[config.mk]
export PLATFORM = sky130hd
export DESIGN_NAME = mc_controller
export DESIGN_NICKNAME = d
export VERILOG_FILES = /design/src/rtl/mc_controller.sv
export SDC_FILE = /design/constraint.sdc
export NUM_CORES = 1
export LEC_CHECK = 0
export ABC_AREA = 1
export CORE_MARGIN = 4
export CORE_UTILIZATION = 38
export DETAILED_ROUTE_END_ITERATION = 12
export PLACE_DENSITY = 0.78
export SLEW_MARGIN = 5
export SYNTH_ARGS = -nofsm -noshare
export SYNTH_HDL_FRONTEND = slang
export SYNTH_SLANG_ARGS = --single-unit
[constraint.sdc]
create_clock -name clk -period 1.15 [get_ports clk]
set_input_delay 0.1725 -clock clk [delete_from_list [all_inputs] [get_ports clk]]
set_output_delay 0.1725 -clock clk [all_outputs]
set_load 0.01 [all_outputs]
[src/rtl/mc_controller.sv]
// ---------------------------------------------------------------------------
// mc_controller -- multicycle main control FSM for the RV32I core.
//
// Sequences each instruction through fetch / decode / execute / memory /
// writeback. It drives the datapath enables and mux selects, plus the 2-bit
// aluop consumed by aludec. It stalls on the memory ready handshake and
// reports unsupported opcodes and memory timeouts.
//
// Memory handshake: the controller holds its address/strobe outputs in
// FETCH, MEMREAD and MEMWRITE until mem_ready is seen high at a rising
// edge. That edge completes the access. No separate request signal exists;
// being in one of those states is the request.
//
// Parameters:
//   MEM_TIMEOUT  maximum cycles spent waiting for mem_ready in one memory
//                state (>= 1)
//
// Optional feature (macro JAL_EN):
//   JAL_EN defined   : opcode 1101111 runs the JAL state.
//   JAL_EN undefined : opcode 1101111 is illegal, and encoding 11 is unreachable.
//
// Ports:
//   clk          in   system clock, rising edge
//   reset        in   synchronous active-high reset (state -> FETCH)
//   opcode[6:0]  in   instr[6:0] from the instruction register
//   zero         in   ALU zero flag (used in BEQ)
//   mem_ready    in   memory completes the current access this cycle
//   pcwrite      out  PC load enable (already qualified by zero in BEQ)
//   irwrite      out  instruction register load
//   adrsrc       out  memory address: 0=PC, 1=ALU result register
//   memwrite     out  data memory write strobe
//   regwrite     out  register file write enable
//   alusrca[1:0] out  00=PC, 01=oldPC, 10=rs1
//   alusrcb[1:0] out  00=rs2, 01=imm, 10=const 4
//   resultsrc[1:0] out 00=ALUOut, 01=memory data, 10=ALU result direct
//   aluop[1:0]   out  00=add, 10=decode by opcode/func3/func7
//   illegal      out  one-cycle pulse: unsupported opcode
//   mem_timeout  out  one-cycle pulse: memory wait exceeded MEM_TIMEOUT
//   state_o[3:0] out  current state encoding (debug)
// ---------------------------------------------------------------------------
module mc_controller #(
   parameter int MEM_TIMEOUT = 16
) (
   input  logic       clk,
   input  logic       reset,
   input  logic [6:0] opcode,
   input  logic       zero,
   input  logic       mem_ready,
   output logic       pcwrite,
   output logic       irwrite,
   output logic       adrsrc,
   output logic       memwrite,
   output logic       regwrite,
   output logic [1:0] alusrca,
   output logic [1:0] alusrcb,
   output logic [1:0] resultsrc,
   output logic [1:0] aluop,
   output logic       illegal,
   output logic       mem_timeout,
   output logic [3:0] state_o
);

   typedef enum logic [3:0] {
      S_FETCH    = 4'd0,
      S_DECODE   = 4'd1,
      S_MEMADR   = 4'd2,
      S_MEMREAD  = 4'd3,
      S_MEMWB    = 4'd4,
      S_MEMWRITE = 4'd5,
      S_EXECR    = 4'd6,
      S_ALUWB    = 4'd7,
      S_EXECI    = 4'd8,
      S_BEQ      = 4'd9,
      S_AUIPC    = 4'd10,
      S_JAL      = 4'd11,
      S_ERROR    = 4'd12
   } state_t;

   localparam int CW = (MEM_TIMEOUT > 1) ? $clog2(MEM_TIMEOUT) : 1;
   localparam logic [CW-1:0] CNT_LAST = CW'(MEM_TIMEOUT - 1);

   state_t        state, state_next;
   logic [CW-1:0] cnt;
   logic          to_flag;   // ERROR was entered through a memory timeout
   logic          waiting;   // stalled in a memory state this cycle
   logic          expired;   // last allowed stall cycle and still no ready

   // Raw write enables; gated with reset below so nothing writes during reset.
   logic pc_raw, ir_raw, mem_raw, reg_raw;

   assign waiting = ((state == S_FETCH) || (state == S_MEMREAD) ||
                     (state == S_MEMWRITE)) && !mem_ready;
   assign expired = waiting && (cnt == CNT_LAST);

   always_ff @(posedge clk) begin
      if (reset) begin
         state   <= S_FETCH;
         cnt     <= '0;
         to_flag <= 1'b0;
      end else begin
         state   <= state_next;
         to_flag <= expired;
         // Any state change restarts the count, so it is zero on entry to
         // every memory state. It saturates rather than wraps.
         if (state_next != state)
            cnt <= '0;
         else if (waiting && (cnt != CNT_LAST))
            cnt <= cnt + CW'(1);
      end
   end

   always_comb begin
      state_next = S_FETCH;
      pc_raw     = 1'b0;
      ir_raw     = 1'b0;
      mem_raw    = 1'b0;
      reg_raw    = 1'b0;
      adrsrc     = 1'b0;
      alusrca    = 2'b00;
      alusrcb    = 2'b00;
      resultsrc  = 2'b00;
      aluop      = 2'b00;
      illegal    = 1'b0;
      mem_timeout = 1'b0;

      case (state)
         S_FETCH: begin
            alusrcb   = 2'b10;
            resultsrc = 2'b10;
            ir_raw    = mem_ready;
            pc_raw    = mem_ready;
            // mem_ready on the final allowed cycle wins over the timeout.
            if (mem_ready)    state_next = S_DECODE;
            else if (expired) state_next = S_ERROR;
            else              state_next = S_FETCH;
         end
         S_DECODE: begin
            // Branch target oldPC + imm is computed here and latched in ALUOut.
            alusrca = 2'b01;
            alusrcb = 2'b01;
            case (opcode)
               7'b0000011,
               7'b0100011: state_next = S_MEMADR;
               7'b0110011: state_next = S_EXECR;
               7'b0010011: state_next = S_EXECI;
               7'b1100011: state_next = S_BEQ;
               7'b0010111: state_next = S_AUIPC;
`ifdef JAL_EN
               7'b1101111: state_next = S_JAL;
`endif
               default:    state_next = S_ERROR;
            endcase
         end
         S_MEMADR: begin
            alusrca    = 2'b10;
            alusrcb    = 2'b01;
            // Only lw/sw reach here; opcode bit 5 separates store from load.
            state_next = opcode[5] ? S_MEMWRITE : S_MEMREAD;
         end
         S_MEMREAD: begin
            adrsrc = 1'b1;
            if (mem_ready)    state_next = S_MEMWB;
            else if (expired) state_next = S_ERROR;
            else              state_next = S_MEMREAD;
         end
         S_MEMWB: begin
            resultsrc = 2'b01;
            reg_raw   = 1'b1;
         end
         S_MEMWRITE: begin
            adrsrc  = 1'b1;
            mem_raw = 1'b1;
            if (mem_ready)    state_next = S_FETCH;
            else if (expired) state_next = S_ERROR;
            else              state_next = S_MEMWRITE;
         end
         S_EXECR: begin
            alusrca    = 2'b10;
            aluop      = 2'b10;
            state_next = S_ALUWB;
         end
         S_EXECI: begin
            alusrca    = 2'b10;
            alusrcb    = 2'b01;
            aluop      = 2'b10;
            state_next = S_ALUWB;
         end
         S_ALUWB: begin
            reg_raw = 1'b1;
         end
         S_BEQ: begin
            alusrca = 2'b10;
            aluop   = 2'b10;
            pc_raw  = zero;
         end
         S_AUIPC: begin
            alusrca    = 2'b01;
            alusrcb    = 2'b01;
            aluop      = 2'b10;
            state_next = S_ALUWB;
         end
`ifdef JAL_EN
         S_JAL: begin
            // PC <- branch target from DECODE; oldPC + 4 goes on to rd.
            alusrca    = 2'b01;
            alusrcb    = 2'b10;
            pc_raw     = 1'b1;
            state_next = S_ALUWB;
         end
`endif
         S_ERROR: begin
            illegal     = !to_flag;
            mem_timeout = to_flag;
         end
         default: state_next = S_FETCH;
      endcase
   end

   assign pcwrite  = pc_raw  & ~reset;
   assign irwrite  = ir_raw  & ~reset;
   assign memwrite = mem_raw & ~reset;
   assign regwrite = reg_raw & ~reset;
   assign state_o  = state;

endmodule
# Word-level counts from Yosys, hierarchy flattened
# Cells that the tools add are included.
[totals] ff_bits=9 inputBits=11 out_inout_bits=19 wordCells=66
[classes] n_addsub=1 eq_ne=20 mux=20 bitwise_logic=5 n_reduce_logical=17
[ops] op="two-way mux 4 bit" count=6
[ops] op="case mux 4 bit (6 select lines)" count=1
[ops] op="equality test 4 bit (second input constant)" count=5
[ops] op="case mux 4 bit (5 select lines)" count=1
[ops] op="equality test 4 x 3 -> 1 bit (second input constant)" count=4
[ops] op="equality test 7 x 5 -> 1 bit (second input constant)" count=2
[ops] op="equality test 7 x 6 -> 1 bit (second input constant)" count=2
[ops] op="case mux 2 bit (2 select lines)" count=3
[ops] op="OR reduction 4 bit" count=3
[ops] op="OR reduction 2 bit" count=5
[ops] op="equality test 4 x 2 -> 1 bit (second input constant)" count=2
[ops] op="equality test 7 x 2 -> 1 bit (second input constant)" count=1
[ops] op="equality test 7 bit (second input constant)" count=1
[ops] op="two-way mux 1 bit" count=6
[ops] op="adder 4 x 1 -> 4 bit (second input constant)" count=1
[ops] op="bitwise AND 1 bit" count=4
[ops] op="equality test 4 x 1 -> 1 bit (second input constant)" count=1
[ops] op="logical NOT 4 bit" count=1
[ops] op="!= test 4 bit" count=1
[ops] op="!= test 4 bit (second input constant)" count=1
[ops] op="logical AND 1 bit" count=3
[ops] op="two-way mux 3 bit" count=1
[ops] op="OR reduction 3 bit" count=1
[ops] op="logical NOT 1 bit" count=2
[ops] op="other kinds (4)" count=5

# Depth between registers and ports, before layout
# Gate-level depths: netlist (run 1).
[depth] depth_word=10 mapped_depth=11 mapped_depth_nobuf=11

# Least setup slack after synthesis (run 1)
# OpenSTA, ideal clock, no wires.
[synth_timing] path_type="register -> register" from="register state[1], in the netlist state_o[1]" to="register state[0], in the netlist state_o[0]" setup_ns=0.133 arrival_ns=1.174 required_time_ns=1.017 setup_slack_ns=-0.157 path_stages_with_launch=8 n_path_buf=0 synth_period_minus_slack_ns=1.307 cell_sequence="dfxtp_1 > nor2_1 > nand2_2 > clkinv_1 > nand2_1 > nand3_1 > nor2_1 > a31oi_1"
[synth_between] elab_chain_cells=8 elab_cells_between_ends=18 classes_between="7 x eq/ne; 5 x mux; 6 x reduce/logical"
[synth_rtl] element="from (decl)" line="82" rtl="state_t state, state_next;"
[synth_rtl] element="from (signal assigned)" line="101" rtl="state <= state_next;"
[synth_rtl] element="equality test 4 x 2 -> 1 bit or logical NOT 4 bit (tied branches)" line="91, 126"
[synth_rtl] element="logical OR 1 bit (2 in series)" line="91" rtl="assign waiting = ((state == S_FETCH) || (state == S_MEMREAD) ||"
[synth_rtl] element="logical AND 1 bit" line="92" rtl="(state == S_MEMWRITE)) && !mem_ready;"
[synth_rtl] element="logical AND 1 bit" line="93" rtl="assign expired = waiting && (cnt == CNT_LAST);"
[synth_rtl] element="two-way mux 4 bit (on tied branches)" line="174, 163"
[synth_rtl] element="two-way mux 4 bit (on tied branches)" line="173, 162"
[synth_rtl] element="case mux 4 bit (6 select lines) *" line="126" rtl="case (state)"
# Mark *: on every way between the ends. The rest lies on a longest branch, timed or not.
# A chain may end at the register's enable or synchronous reset.

# Final worst setup path (run 1)
# Ends and elaborated chain as after synthesis.

==> results of run 1 <==
==> metal layers <==
layer / part of all wire / wire, um / up-vias / GRT usage
met2: 0.50 / 1460 / 40 / 0.441
met5: 0 / 0 / - / 0
met4: 0.047 / 136 / 0 / 0.0961
met1: 0.39 / 1140 / 509 / 0.202
met3: 0.061 / 179 / 16 / 0.0258
li1: - / - / 508 / -
==> timing repair <==
action / 4_1_cts / 5_1_grt
gates resized for setup: 92 / 20
endpoints found under the setup margin: 27 / 25
buffers inserted: 3 / 6
hold buffers: 0 / 0
pin swaps: 9 / 8
==> cell usage after synthesis <==
cell type / n / area share
nand2_2: 3 / 0.025
inv_1: 19 / 0.097
a21oi_1: 4 / 0.027
o21ai_0: 3 / 0.020
a211oi_1: 4 / 0.041
a31oi_1: 1 / 0.0085
buf_4: 1 / 0.010
nand3b_1: 1 / 0.010
o31ai_1: 1 / 0.010
nand4_1: 3 / 0.025
clkbuf_1: 1 / 0.0051
clkinv_1: 2 / 0.010
nand3_2: 1 / 0.014
xnor2_1: 2 / 0.024
ha_1: 1 / 0.017
nor2_2: 3 / 0.025
a22oi_1: 1 / 0.010
nand3_4: 3 / 0.071
nand2_1: 23 / 0.12
nor2b_1: 1 / 0.0085
nor2_1: 19 / 0.097
nand3_1: 9 / 0.061
dfxtp_1: 9 / 0.24
inv_2: 2 / 0.010
conb_1: 1 / 0.0051
nor3_1: 1 / 0.0068
==> registers in the layout, indices dropped and copies added, names as in the netlist <==
register and count:
cnt 4, state_o 4, to_flag 1
==> logic make-up (layout without fill, tap and decap cells) <==
| kind of cell | after synthesis | count (layout) |
|---|---|---|
| simple gates | 67 | 67 |
| buf+inv | 25 | 90 |
| compound gates | 14 | 14 |
| flops | 9 | 9 |
| xor+xnor | 2 | 2 |
| fa+ha+maj | 1 | 1 |
| other cells | 1 | 1 |
==> path summary, 6_finish.rpt <==
check / start / end / slack (ns) / depth (start not counted)
worst max-delay path: state_o[1] / state_o[0] / -0.32 / 9
worst min-delay path: cnt[3] / cnt[3] / 0.53 / 2
worst max register to register: state_o[1] / state_o[0] / -0.32 / 9
worst min register to register: cnt[3] / cnt[3] / 0.53 / 2
==> worst min-delay path, delay by kind of cell, from the launching register on <==
family	cells	cell delay, ns
AND/OR/NAND/NOR	1	0.08
flip-flops	1	0.35
AO/OA/AOI/OAI	1	0.06
==> per-stage QoR <==
step           cell area, um2   util  hold WS, ns
3_3_place_gp             1320  0.738        0.494
4_1_cts                  1360  0.761        0.517
2_1_floorplan             781      -        0.251
3_5_place_dp             1320  0.738        0.506
6_report                 1460  0.816        0.528
5_1_grt                  1460  0.816        0.553
==> final cells by class <==
type                       count  area share
multi-input combinational     85       0.402
timing repair buffer          63       0.362
sequential                     9       0.134
inverter                      23      0.0610
tap                           25      0.0215
clock buffer                   3      0.0155
clock inverter                 1     0.00344
==> cell usage in the layout (no fill, tap or decap), types with 3 or more instances in the layout <==
master	n
clkdlybuf4s50_1	10
dfxtp_1	5
nor2_2	6
buf_4	26
nor2_1	12
a211oi_2	4
nand2_1	14
buf_2	14
nand4_1	3
nand2_2	9
nor2_4	4
dfxtp_4	4
inv_1	16
nand3_2	4
inv_2	5
buf_6	10
nand2_4	3
nand3_4	3
clkbuf_4	3
nand3_1	6
==> power groups by stage <==
| stage | registers (W) | logic [W] | clock network (W) |
|---|---|---|---|
| floorplan | 0.000434 | 0.000497 | 0 |
| global placement | 0.000415 | 0.00116 | 0 |
| detailed placement | 0.000417 | 0.00119 | 0 |
| CTS | 0.000417 | 0.00123 | 0.000246 |
| global route | 0.000426 | 0.00148 | 0.000274 |
| finish | 0.000421 | 0.00137 | 0.000251 |
==> flow_results.xml, run 1 <==
<?xml version="1.0" encoding="UTF-8"?>
<metrics>
  <group name="power_and_ir_drop">
    <metric name="sw_frac_of_total" unit="">0.428</metric>
    <metric name="power_report.internal_total" unit="W">0.00117</metric>
    <metric name="netSwitchingPower" unit="W">0.000873</metric>
    <metric name="power-per-cell-area" unit="nW/um2">1400</metric>
    <metric name="static-leakage-power" unit="nW">0.729</metric>
    <metric name="clock_power_share" unit="">0.123</metric>
    <metric name="power_frac_comb" unit="">0.671</metric>
    <metric name="maximum_resistive_drop_on_vdd" unit="V">0.000912</metric>
    <metric name="p_total" unit="W">0.00204</metric>
    <metric name="p_seq_frac" unit="">0.206</metric>
  </group>
  <group name="timing">
    <metric name="setup_viol" unit="">24</metric>
    <metric name="grt_setup_unrepaired" unit="">true</metric>
    <metric name="hold_viol" unit="">0</metric>
    <metric name="final-max-slew-violation-count" unit="">0</metric>
    <metric name="max_freq" unit="MHz">680</metric>
    <metric name="final.setup.tns" unit="ns">-5.83</metric>
    <metric name="min_period" unit="ns">1.47</metric>
    <metric name="setup_slack" unit="ns">-0.321</metric>
    <metric name="final_worst_path_cycle_share" unit="">1.28</metric>
    <metric name="finClkSkew" unit="ns">0.00937</metric>
  </group>
  <group name="global_routing">
    <metric name="grt-ovfl-total" unit="">0</metric>
    <metric name="grt_pass1_vias" unit="">1053</metric>
    <metric name="pin_count_of_the_biggest_net_entering_global_routing" unit="">10</metric>
    <metric name="global_route_wire_length_before_repair" unit="mm">4.42</metric>
    <metric name="grt_util_all_layers" unit="">0.214</metric>
    <metric name="grt_antenna_before_repair" unit="">0</metric>
  </group>
  <group name="worst_setup_path">
    <metric name="critical_path_peak_fanout" unit="">6</metric>
    <metric name="timing.critical_path.cells" unit="">buf_12 &gt; nor2_4 &gt; nand2_2 &gt; buf_6 &gt; nand3_4 &gt; nand3_4 &gt; buf_4 &gt; nand2_1 &gt; a31oi_1</metric>
    <metric name="worst_path_largest_cell_delay" unit="ns">0.37</metric>
    <metric name="category_of_the_most_critical_setup_path" unit="">reg2reg</metric>
    <metric name="critical_path.n_buffers_inverters" unit="">3</metric>
    <metric name="critical_path.most_common_cell" unit="">nand3_4</metric>
    <metric name="worstPathRequired" unit="ns">1.30</metric>
    <metric name="worst_path_dominant_cell_family" unit="">simple AND/OR/NAND/NOR gates</metric>
    <metric name="timing.critical_path.slowest_stage_cell" unit="">dfxtp_4</metric>
    <metric name="critical_path_arrival" unit="ns">1.63</metric>
    <metric name="timing.critical_path.from_type" unit="">flop</metric>
    <metric name="crit_path_end_kind" unit="">flop</metric>
  </group>
  <group name="final_layout">
    <metric name="sequential_area" unit="um2">195</metric>
    <metric name="drive_above_1_share" unit="">0.560</metric>
    <metric name="multiInputGateArea" unit="um2">586</metric>
    <metric name="layoutNonFillerInstCount" unit="">209</metric>
    <metric name="layout-area-overhead-vs-synth" unit="%">97.1</metric>
    <metric name="antenna-diode-count" unit="">0</metric>
    <metric name="fill_cells" unit="">106</metric>
    <metric name="final_nets" unit="">197</metric>
  </group>
  <group name="placement">
    <metric name="placed_cells_incl_taps" unit="">198</metric>
    <metric name="hpwl" unit="mm">1.99</metric>
    <metric name="dpl_worst_slack" unit="ns">-0.530</metric>
    <metric name="globalplace.congestion" unit="">0.775</metric>
    <metric name="portBuffers" unit="">28</metric>
  </group>
  <group name="detailed_routing">
    <metric name="drt-total-wl" unit="mm">2.92</metric>
    <metric name="ant_nets" unit="">0</metric>
    <metric name="detail_route.vias_per_cell" unit="">5.13</metric>
    <metric name="wl_per_cell" unit="um">14.0</metric>
    <metric name="vias" unit="">1073</metric>
    <metric name="detail_route.drc_violations" unit="">0</metric>
    <metric name="iter_0_drt_violations" unit="">18</metric>
    <metric name="first_pass_iters" unit="">4</metric>
  </group>
  <group name="min_path">
    <metric name="timing.hold.worst.class" unit="">reg2reg</metric>
  </group>
  <group name="clocking">
    <metric name="clk_sink_count" unit="">9</metric>
    <metric name="cts_buffer_depth" unit="">2</metric>
    <metric name="insertion_delay" unit="ns">0.26</metric>
    <metric name="clkTransAtPathRegs" unit="ns">0.07</metric>
    <metric name="clock_buffer_count_from_cts" unit="">3</metric>
    <metric name="tritoncts" unit="">done</metric>
    <metric name="clock_root_buffer_master" unit="">clkbuf_4</metric>
    <metric name="cts_h_tree_lvls" unit="">1</metric>
  </group>
  <group name="yosys">
    <metric name="syn-num-nets" unit="">131</metric>
    <metric name="post_synth_fa_ha_maj_area_fraction" unit="">0.0169</metric>
    <metric name="syn_area" unit="um2">738</metric>
    <metric name="synth-seq-area-share" unit="">0.244</metric>
    <metric name="yosys.area_share.simple" unit="">0.461</metric>
    <metric name="synth-seq-cells" unit="">9</metric>
    <metric name="synth_top_family_by_area" unit="">simple AND/OR/NAND/NOR gates</metric>
    <metric name="synth-compound-area-share" unit="">0.117</metric>
    <metric name="postSynthCellCount" unit="">119</metric>
    <metric name="synth-xor-area-share" unit="">0.0237</metric>
    <metric name="synthesis.area_per_instance" unit="um2">6.20</metric>
    <metric name="synth.mux.area_fraction" unit="">0</metric>
    <metric name="synthDistinctLibCells" unit="">26</metric>
    <metric name="synth.yosys.warnings" unit="">0</metric>
  </group>
  <group name="run_status">
    <metric name="failed_checks" unit="">negative setup slack</metric>
    <metric name="outcome" unit="">finished, violations left</metric>
  </group>
  <group name="job">
    <metric name="maxCapViolations" unit="">0</metric>
  </group>
  <group name="floorplan">
    <metric name="x_dimension_of_the_die" unit="um">52.1</metric>
    <metric name="ioPinCount" unit="">30</metric>
    <metric name="floorplan.initialDensity" unit="">0.414</metric>
    <metric name="chipHeight" unit="um">52.1</metric>
    <metric name="placeableCoreArea" unit="um2">1780</metric>
    <metric name="floorplan.die_area" unit="um2">2710</metric>
    <metric name="std_cell_rows" unit="">15</metric>
  </group>
</metrics>
Power figures use the tool's default switching activity.
==> run 2, diff against run 1 <==
--- a/config.mk
+++ b/config.mk
@@ -9,6 +9,7 @@
 export CORE_MARGIN = 4
 export CORE_UTILIZATION = 38
 export DETAILED_ROUTE_END_ITERATION = 12
+export GPL_TIMING_DRIVEN = 1
 export PLACE_DENSITY = 0.78
 export SLEW_MARGIN = 5
 export SYNTH_ARGS = -nofsm -noshare
==> results of run 2 <==
Final layout, timing and power as in run 1 (identical DEF).
